`src/rtl/seq_core.sv`:
```
// seq_core: program sequencer with synchronous ROM fetch and branches.
// Define SEQ_CORE_STACK_EN to build the call/return stack.
module seq_core #(
  parameter int unsigned PC_W        = 16,
  parameter int unsigned DATA_W      = 8,
  parameter int unsigned STACK_DEPTH = 4,
  parameter int unsigned RESET_PC    = 0,
  localparam int unsigned SP_W = $clog2(STACK_DEPTH + 1)
) (
  input  logic              clk,
  input  logic              reset,
  input  logic              step,
  input  logic              run,
  output logic [PC_W-1:0]   imem_addr,
  input  logic [15:0]       imem_data,
  output logic [15:0]       ir,
  output logic              ir_valid,
  output logic [PC_W-1:0]   pc,
  input  logic              jmp,
  input  logic              jmp_rel,
  input  logic              call,
  input  logic              ret,
  input  logic [DATA_W-1:0] target,
  output logic [SP_W-1:0]   sp,
  output logic              stack_err,
  output logic              busy
);

  localparam logic [2:0] S_IDLE  = 3'd0;
  localparam logic [2:0] S_FETCH = 3'd1;
  localparam logic [2:0] S_LOAD  = 3'd2;
  localparam logic [2:0] S_EXEC  = 3'd3;
  localparam logic [2:0] S_HALT  = 3'd4;

  localparam logic [PC_W-1:0] RST_PC = PC_W'(RESET_PC);

  logic [2:0]      state_q;
  logic [PC_W-1:0] pc_q;
  logic [PC_W-1:0] pc_next_q;
  logic [15:0]     ir_q;
  logic            ir_valid_q;
  logic            exec;
  logic            fault;
  logic [PC_W-1:0] pc_inc;
  logic [PC_W-1:0] pc_abs;
  logic [PC_W-1:0] pc_rel;
  logic [PC_W-1:0] exec_pc;

  assign exec   = state_q == S_EXEC;
  assign pc_inc = pc_q + PC_W'(1);
  assign pc_abs = PC_W'(target);
  assign pc_rel = pc_q + PC_W'($signed(target));

`ifdef SEQ_CORE_STACK_EN
  localparam int unsigned IDX_W = $clog2(STACK_DEPTH);

  logic [PC_W-1:0] stack_q [STACK_DEPTH];
  logic [SP_W-1:0] sp_q;
  logic [SP_W-1:0] sp_dec;
  logic            err_q;
  logic            push;
  logic            pop;

  assign sp_dec = sp_q - SP_W'(1);

  // ret outranks call, call outranks jmp
  always_comb begin
    exec_pc = pc_inc;
    push    = 1'b0;
    pop     = 1'b0;
    fault   = 1'b0;
    if (ret) begin
      if (sp_q == '0) begin
        fault = 1'b1;
      end else begin
        pop     = 1'b1;
        exec_pc = stack_q[sp_dec[IDX_W-1:0]];
      end
    end else if (call) begin
      if (sp_q == SP_W'(STACK_DEPTH)) begin
        fault = 1'b1;
      end else begin
        push    = 1'b1;
        exec_pc = pc_abs;
      end
    end else if (jmp) begin
      exec_pc = jmp_rel ? pc_rel : pc_abs;
    end
  end

  always_ff @(posedge clk) begin
    if (exec && push) begin
      stack_q[sp_q[IDX_W-1:0]] <= pc_inc;
    end
  end

  always_ff @(posedge clk or negedge reset) begin
    if (!reset) begin
      sp_q  <= '0;
      err_q <= 1'b0;
    end else if (exec) begin
      if (fault) begin
        err_q <= 1'b1;
      end else if (push) begin
        sp_q <= sp_q + SP_W'(1);
      end else if (pop) begin
        sp_q <= sp_dec;
      end
    end
  end

  assign sp        = sp_q;
  assign stack_err = err_q;
`else
  logic unused_ctl;
  assign unused_ctl = call | ret;

  always_comb begin
    exec_pc = pc_inc;
    if (jmp) begin
      exec_pc = jmp_rel ? pc_rel : pc_abs;
    end
  end

  assign fault     = 1'b0;
  assign sp        = '0;
  assign stack_err = 1'b0;
`endif

  always_ff @(posedge clk or negedge reset) begin
    if (!reset) begin
      state_q    <= S_IDLE;
      pc_q       <= RST_PC;
      pc_next_q  <= RST_PC;
      ir_q       <= '0;
      ir_valid_q <= 1'b0;
    end else begin
      ir_valid_q <= 1'b0;
      case (state_q)
        S_IDLE: begin
          if (step || run) state_q <= S_FETCH;
        end
        S_FETCH: begin
          state_q <= S_LOAD;
        end
        S_LOAD: begin
          ir_q       <= imem_data;
          pc_q       <= pc_next_q;
          ir_valid_q <= 1'b1;
          state_q    <= S_EXEC;
        end
        S_EXEC: begin
          if (fault) begin
            state_q <= S_HALT;
          end else begin
            pc_next_q <= exec_pc;
            state_q   <= run ? S_FETCH : S_IDLE;
          end
        end
        S_HALT: begin
          state_q <= S_HALT;
        end
        default: begin
          state_q <= S_IDLE;
        end
      endcase
    end
  end

  // ROM address tracks pc_next so it is stable for the whole FETCH cycle
  assign imem_addr = pc_next_q;
  assign ir        = ir_q;
  assign ir_valid  = ir_valid_q;
  assign pc        = pc_q;
  assign busy      = (state_q != S_IDLE) && (state_q != S_HALT);

endmodule

```
`config.mk`:
```
export PLATFORM = sky130hd
export DESIGN_NAME = seq_core
export DESIGN_NICKNAME = d
export VERILOG_FILES = /design/src/rtl/seq_core.sv
export SDC_FILE = /design/constraint.sdc
export NUM_CORES = 1
export LEC_CHECK = 0
export ABC_AREA = 1
export CAP_MARGIN = 20
export CORE_UTILIZATION = 50
export CTS_CLUSTER_SIZE = 10
export DETAILED_ROUTE_END_ITERATION = 8
export GPL_TIMING_DRIVEN = 0
export PLACE_DENSITY = 0.77
export SLEW_MARGIN = 25
export SYNTH_ARGS = -nofsm -noshare
export SYNTH_HDL_FRONTEND = slang
export SYNTH_SLANG_ARGS = --single-unit
```
`constraint.sdc`:
```
create_clock -name clk -period 2.2 [get_ports clk]
set_input_delay 0.44 -clock clk [delete_from_list [all_inputs] [get_ports clk]]
set_output_delay 0.44 -clock clk [all_outputs]
set_load 0.03 [all_outputs]
```
---- Yosys cells after proc, flatten, opt, wreduce, memory -nomap -nowiden ----
Cells that the tools add are included.
cells by class
  add/sub/neg operators ................... 2
  equal/unequal tests ..................... 6
  multiplexer cells ....................... 6
  reduce and logical (&&, ||, !) cells .... 4
operator list
  operator                 count
  $mux W16                 2
  $add A16 B1 Y16 const B  1
  $add A16 B16 Y16         1
  $pmux W3 S5              1
  $eq A3 B2 Y1 const B     2
  $eq A3 B1 Y1 const B     1
  $eq A3 B3 Y1 const B     1
  $logic_not A3 Y1         1
  $mux W3                  1
  $ne A3 B3 Y1 const B     1
  $reduce_bool A3 Y1       1
  $mux W1                  2
  $ne A2 B2 Y1 const B     1
  $logic_and A1 B1 Y1      1
  $logic_or A1 B1 Y1       1
word-level totals
  flip-flop bits (word level) ............. 52
  input port bits ......................... 32
  output and inout port bits .............. 54
  word-level logic and storage cells ...... 23

---- Logic depth before layout (Yosys ltp) ----
Gate-level depths: netlist of the first run.
  depth in word-level cells ............... 3
  mapped depth ............................ 11
  mapped depth without buffers ............ 11

---- Worst setup path after synthesis of the first run ----
No wires, ideal clock.
  kind .................................... flip-flop to flip-flop
  from .................................... register pc_q[0], in the netlist pc[0]
  to ...................................... register pc_next_q[14], in the netlist imem_addr[14]
  library setup time ...................... 77 ps
  arrival time ............................ 1791 ps
  data required time ...................... 2123 ps
  path slack .............................. 332 ps
  cell stages (with the launch flop) ...... 12
  buffers on the path ..................... 0
  path through ............................ dfrtp_1 ha_1 fa_1 nand2_1 nand2_1 nand3_1 nand2_1 nand2_1 nand2_1 nand2_1 nand3_1 a21oi_1
on the way
  longest elaborated chain between the ends .. 3
ends and longest elaborated chain
  what                    RTL line  source
  start, declared         38        logic [PC_W-1:0] pc_q;
  start signal, assigned  148       pc_q <= pc_next_q;
  $add A16 B16 Y16        52        assign pc_rel = pc_q + PC_W'($signed(target));
  $mux W16                121       exec_pc = jmp_rel ? pc_rel : pc_abs;
  $mux W16 *              120       if (jmp) begin
  end signal, assigned    156       pc_next_q <= exec_pc;
  end, declared           39        logic [PC_W-1:0] pc_next_q;
Mark *: on every way between the ends. The rest lies on a longest branch, timed or not.
A chain may end at the register's enable or synchronous reset.

---- Worst setup path after layout of the first run ----
  from .................................... register pc_q[3], in the netlist pc[3]
  to ...................................... output port pc[3]
RTL lines
  what           RTL line  source
  end, declared  18        output logic [PC_W-1:0] pc,
No word-level cell between the ends.

==> results of run 1 <==
## metrics by stage
stage                      util  hold WS (ns)
after floorplan               -         0.144
after global placement    0.666         0.454
after detailed placement  0.666         0.466
after CTS                 0.680         0.168
after global routing      0.680         0.195
final                     0.680         0.145
## worst max path at each step
stage	cells past startpoint	startpoint	slack, ns	to
3_5_place_dp	11	target[7]	-0.31	imem_addr[13]$_DFFE_PN0N_
5_1_grt	12	target[0]	0.04	imem_addr[10]$_DFFE_PN0N_
6_report	1	pc[3]$_DFFE_PN0P_	0.14	pc[3]
4_1_cts	11	target[7]	0.02	imem_addr[13]$_DFFE_PN0N_
2_1_floorplan	11	pc[0]$_DFFE_PN0P_	0.33	imem_addr[14]$_DFFE_PN0N_
3_3_place_gp	1	reset	-0.82	state_q[1]$_DFFE_PN0P_
## cells in the final DEF, fill, tap and decap left out, types with 7 or more instances in the layout
master / n
a21oi_1: 35
buf_2: 7
buf_4: 7
clkdlybuf4s50_1: 76
dfrtp_1: 52
ha_1: 16
inv_1: 64
nand2_1: 183
nand3_1: 28
nor2_1: 48
o21ai_0: 29
xor2_1: 7
## flip-flops by register name (all words and copies together) (netlist names)
name       flops
imem_addr     16
ir_valid       1
ir            16
state_q        3
pc            16
## layer usage
metal / routed length (microns) / track usage
met3: 541 / 0.0564
met1: 4300 / 0.373
met4: 80 / 0.0493
met2: 4370 / 0.435
met5: 0 / 0
## power breakdown
part	switching [mW]	internal (mW)
combinational	2.79	1.70
sequential	0.519	1.43
clock	0.333	0.227
total	3.64	3.36
## kinds of logic after synthesis
kind of cell | share of synthesized area
flops | 0.378
xor+xnor | 0.0204
other cells | 0.00109
compound gates | 0.111
fa+ha+maj | 0.0640
buf+inv | 0.0964
simple gates | 0.329
## cell type report
type,count,area [sq um],area share
buffer,16,91.3,0.0207
clock buffer,6,72.6,0.0164
clock inverter,2,16.3,0.00368
inverter,64,240,0.0544
multi-input combinational,378,1820,0.412
sequential,52,1300,0.294
tap,77,96.3,0.0218
timing repair buffer,78,781,0.177
==> flow_metrics.py, run 1 <==
metrics = {
    "outcome": {
        "outcome": "finished, violations left",
        "violations": "DRC",
    },
    "placed_design": {
        "place_congestion": 0.857,
        "hpwl_mm": 7.24,
        "postPlaceCellArea_sq_mm": 0.00433,
        "place_inst": 665,
        "port-buffer-count": 78,
        "dp_slack_ns": -0.312,
    },
    "floorplanning": {
        "die_w_microns": 84.9,
        "rows": 29,
        "ios": 86,
        "fp.dieH_microns": 84.9,
        "die-area_sq_mm": 0.00721,
        "core_sq_mm": 0.00649,
        "initial_utilization": 0.530,
    },
    "run": {
        "maxCapViolations": 0,
    },
    "synth": {
        "synth-edff-count": 0,
        "syn_area_per_cell_sq_um": 6.78,
        "yosys.area.top_type": "dfrtp_1",
        "synthCells": 507,
        "ys_seq_elements": 52,
        "synth_ff_type": "dfrtp_1",
        "async_flop_share": 1.00,
        "ys_warn_count": 0,
        "synthDistinctLibCells": 29,
        "synthTopCellsByArea": "dfrtp_1 38%, nand2_1 20%, inv_1 7.0%",
        "synth.top_cells.by_count": "183 x nand2_1, 64 x inv_1, 52 x dfrtp_1, 48 x nor2_1, 35 x a21oi_1",
        "synth.most_common_cell": "nand2_1",
        "synth_top_area_share": 0.378,
        "syn-cell-area_sq_mm": 0.00344,
        "yosysSeqAreaShare": 0.378,
    },
    "worst_setup_path": {
        "crit_type": "register to output pin",
        "cp.arrival_ns": 1.62,
        "critPathTopFamily": "buffers and inverters",
        "rrSetupSlack_ns": 0.20,
        "r2r_end": "imem_addr[13]$_DFFE_PN0N_",
        "r2r_start": "pc[2]$_DFFE_PN0P_",
        "cp_slowest_cell": "clkdlybuf4s50_1",
        "crit_fanout": 8,
        "cp_slowest_stage_delay_ns": 0.75,
        "worst_r2r_path_depth": 9,
        "endpoint_kind": "output pin",
        "crit_chain": "clkdlybuf4s50_1",
        "start_kind": "register",
        "critPathBufInv": 1,
        "required_ns": 1.76,
    },
    "routing": {
        "dr.pass1.iters": 7,
        "avgRoutedWirePerCell_microns": 13.8,
        "via_per_inst": 5.22,
        "drt-initial-drc-count": 248,
        "route.detailed.drc": 2,
        "num_vias": 3513,
        "antenna_left": 0,
        "finalWirelength_mm": 9.30,
    },
    "sta": {
        "slew-limit-headroom": 0.570,
        "worstMarginPinSlew_ns": 0.645,
        "max_freq_mhz": 487,
        "finalClockSkew_ns": 0.00622,
        "setup_viol": 0,
        "tns_ns": 0,
        "layout_worst_path_cycle_share": 0.934,
        "rsz0062_at_grt": "false",
        "hold_viol": 0,
        "drv_slew": 0,
        "period_needed_ns": 2.06,
        "layout_setup_ws_ns": 0.145,
    },
    "clocking": {
        "cts_buffers": 5,
        "htreeDepth": 2,
        "post_cts_resized": 0,
        "postCtsHoldBufs": 0,
        "cts_tree": "yes",
        "cts-root-buf": "clkbuf_8",
        "post_cts_buffers": 0,
        "clockBufferDepth": 2,
        "insertion_delay_ns": 0.32,
        "numClockSinks": 52,
        "clk_pin_slew_ns": 0.10,
    },
    "cells_and_area": {
        "fin_cells": 673,
        "final_nets": 644,
        "drive_gt1_frac": 0.0503,
        "n_antenna_cell": 0,
        "syn_to_final_growth_pct": 28.5,
        "n_fill_cell": 572,
        "stdcell_area_sq_mm": 0.00442,
    },
    "grt": {
        "grt_pass1_vias": 3216,
        "overflow": 0,
        "grtUsageTotal": 0.267,
        "antenna_found_initial": 0,
        "grt_pass1_wl_mm": 15.2,
        "grt_max_degree": 53,
    },
    "hold_path": {
        "hold_class": "input pin to asynchronous set/reset pin",
    },
    "power_and_ir_drop": {
        "powerDensity_mw_per_mm2": 1580,
        "p_leak_nw": 2.24,
        "ir_drop_v": 0.000865,
        "power_mw": 7.00,
    },
}
(Power assumes the default switching activity.)
==> inputs of run 2 (changes only) <==
--- a/config.mk
+++ b/config.mk
@@ -7,8 +7,9 @@
 export LEC_CHECK = 0
 export ABC_AREA = 1
 export CAP_MARGIN = 20
+export CORE_MARGIN = 5
 export CORE_UTILIZATION = 50
-export CTS_CLUSTER_SIZE = 10
+export CTS_CLUSTER_SIZE = 8
 export DETAILED_ROUTE_END_ITERATION = 8
 export GPL_TIMING_DRIVEN = 0
 export PLACE_DENSITY = 0.77
==> run 2 against run 1 <==
Compared with the run above: the flow now finishes without violations; sequential power is essentially flat; first-iteration DRC count fell by 33%; largest cell class unchanged; critical path type is now input pin to register; count of clock-buffer cells in the layout unchanged.
==> flow_metrics.py, run 2 (same netlist as run 1, synthesis figures left out) <==
metrics = {
    "sta": {
        "hold_viol": 0,
        "tns_ns": 0,
        "setup_viol": 0,
        "worst_hold_slack_ns": 0.165,
        "drv_slew": 0,
        "finalClockSkew_ns": 0.00654,
        "rsz0062_at_grt": "false",
        "layout_worst_path_cycle_share": 0.950,
        "slew-limit-headroom": 0.562,
        "period_needed_ns": 2.09,
        "worstMarginPinSlew_ns": 0.657,
        "max_freq_mhz": 478,
        "layout_setup_ws_ns": 0.109,
    },
    "power_and_ir_drop": {
        "sw_frac_of_total": 0.519,
        "powerDensity_mw_per_mm2": 1580,
        "power_mw": 7.00,
        "power_switching_mw": 3.64,
        "p_leak_nw": 2.23,
        "ir_drop_v": 0.000804,
        "p_int_mw": 3.37,
        "combinationalPowerShare": 0.644,
        "clkPwrFrac": 0.076,
        "power.share.sequential": 0.280,
    },
    "routing": {
        "finalWirelength_mm": 9.77,
        "dr.pass1.iters": 5,
        "num_vias": 3539,
        "via_per_inst": 5.24,
        "drt-initial-drc-count": 165,
        "antenna_left": 0,
        "avgRoutedWirePerCell_microns": 14.5,
        "route.detailed.drc": 0,
    },
    "cells_and_area": {
        "stdcell_area_sq_mm": 0.00443,
        "final_common_cell": "nand2_1",
        "fin_cells": 675,
        "n_antenna_cell": 0,
        "drive_gt1_frac": 0.0538,
        "n_fill_cell": 615,
        "syn_to_final_growth_pct": 28.7,
        "final_nets": 644,
        "mostFrequentLayoutCells": "182 x nand2_1, 76 x clkdlybuf4s50_1, 64 x inv_1, 52 x dfrtp_1, 48 x nor2_1",
        "post-route-util": 0.655,
    },
    "worst_setup_path": {
        "start_kind": "input pin",
        "required_ns": 2.44,
        "crit_type": "input pin to register",
        "crit_chain": "clkdlybuf4s50_1 > ha_1 > fa_2 > nand2_1 > nand2_1 > nand3_1 > nand2_2 > nand2_1 > nand2_1 > nand2_1 > nand3_1 > a21oi_1",
        "cp.arrival_ns": 2.33,
        "path_common_cell": "nand2_1",
        "crit_fanout": 3,
        "cp_slowest_stage_delay_ns": 0.42,
        "cp_slowest_cell": "clkdlybuf4s50_1",
        "endpoint_kind": "register",
    },
    "floorplanning": {
        "fp.dieH_microns": 92.9,
        "rows": 30,
        "die-area_sq_mm": 0.00864,
        "core_sq_mm": 0.00676,
        "initial_utilization": 0.509,
        "die_w_microns": 92.9,
        "ios": 86,
    },
    "placed_design": {
        "place_congestion": 0.899,
        "dp_slack_ns": -0.339,
        "hpwl_mm": 7.49,
        "port-buffer-count": 78,
        "place_inst": 668,
        "postPlaceCellArea_sq_mm": 0.00433,
    },
    "grt": {
        "antenna_found_initial": 0,
        "grtUsageTotal": 0.227,
        "grt_util_met2": 0.370,
        "overflow": 0,
        "use_met3": 0.0382,
        "grt_pass1_wl_mm": 15.7,
        "grt_pass1_vias": 3259,
        "grt-busiest-layer": "met2",
        "use_met1": 0.318,
        "grt_max_degree": 53,
    },
    "clocking": {
        "postCtsHoldBufs": 0,
        "cts_tree": "yes",
        "insertion_delay_ns": 0.31,
        "cts_buffers": 5,
        "cts-root-buf": "clkbuf_8",
        "clk_pin_slew_ns": 0.09,
        "clockBufferDepth": 2,
        "numClockSinks": 52,
        "htreeDepth": 2,
        "post_cts_buffers": 0,
    },
    "run": {
        "maxCapViolations": 0,
    },
    "outcome": {
        "outcome": "finished clean",
    },
    "hold_path": {
        "hold_class": "input pin to asynchronous set/reset pin",
    },
}
## run 2: cell count changes in the layout (fill, tap and decap cells not counted)
cell,change
ha_1,-1
dlygate4sd2_1,+1
nand2_2,+1
a21oi_2,+1
ha_4,+1
a21oi_1,-1
nand2_1,-1
clkinv_2,+1
dlymetal6s2s_1,-1
clkinv_4,-1
clkinvlp_4,-1
## run 2: routing by layer
metal / share of wire / wire [microns]
met2: 0.48 / 4690
met5: 0 / 0
met1: 0.45 / 4350
met3: 0.064 / 624
met4: 0.010 / 102
## run 2: critical path: cells and delay by family
kind / cells / cell delay (ns)
buffers and inverters: 1 / 0.42
AO/OA/AOI/OAI: 1 / 0.16
AND/OR/NAND/NOR: 8 / 0.74
adder cells (fa/ha/maj): 2 / 0.58
## run 2: final timing paths
check | slack (ns) | start | to | cells past startpoint
worst max-delay path | 0.11 | target[0] | imem_addr[14]$_DFFE_PN0N_ | 12
worst max register to register | 0.18 | pc[0]$_DFFE_PN0P_ | imem_addr[14]$_DFFE_PN0N_ | 11
min in group clk | 0.48 | ir[11]$_DFFE_PN0P_ | ir[11]$_DFFE_PN0P_ | 2
max in group asynchronous | 1.60 | reset | pc[0]$_DFFE_PN0P_ | 1
worst min register to register | 0.48 | ir[11]$_DFFE_PN0P_ | ir[11]$_DFFE_PN0P_ | 2
worst min-delay path | 0.16 | reset | imem_addr[11]$_DFFE_PN0N_ | 1
## run 2: power groups by stage
| stage | sequential (mW) | combinational, mW | clock, mW |
|---|---|---|---|
| 6_report | 1.96 | 4.51 | 0.534 |
| 5_1_grt | 2.03 | 4.97 | 0.581 |
| 4_1_cts | 1.96 | 4.50 | 0.548 |
| 3_5_place_dp | 1.96 | 4.48 | 0 |
| 3_3_place_gp | 1.95 | 4.39 | 0 |
| 2_1_floorplan | 2.71 | 2.06 | 0 |
## run 2: timing repair
action	CTS	global route
resized for setup	2	3
endpoints found under the setup margin	1	3
hold endpoints to repair	0	0
## run 2: layout make-up
type | instances | area, sq um | share of cell area
clock buffer | 6 | 72.6 | 0.0164
clock inverter | 1 | 5.00 | 0.00113
timing repair buffer | 78 | 777 | 0.176
sequential | 52 | 1300 | 0.294
multi-input combinational | 378 | 1840 | 0.415
tap | 80 | 100 | 0.0226
inverter | 64 | 240 | 0.0543
buffer | 16 | 91.3 | 0.0206
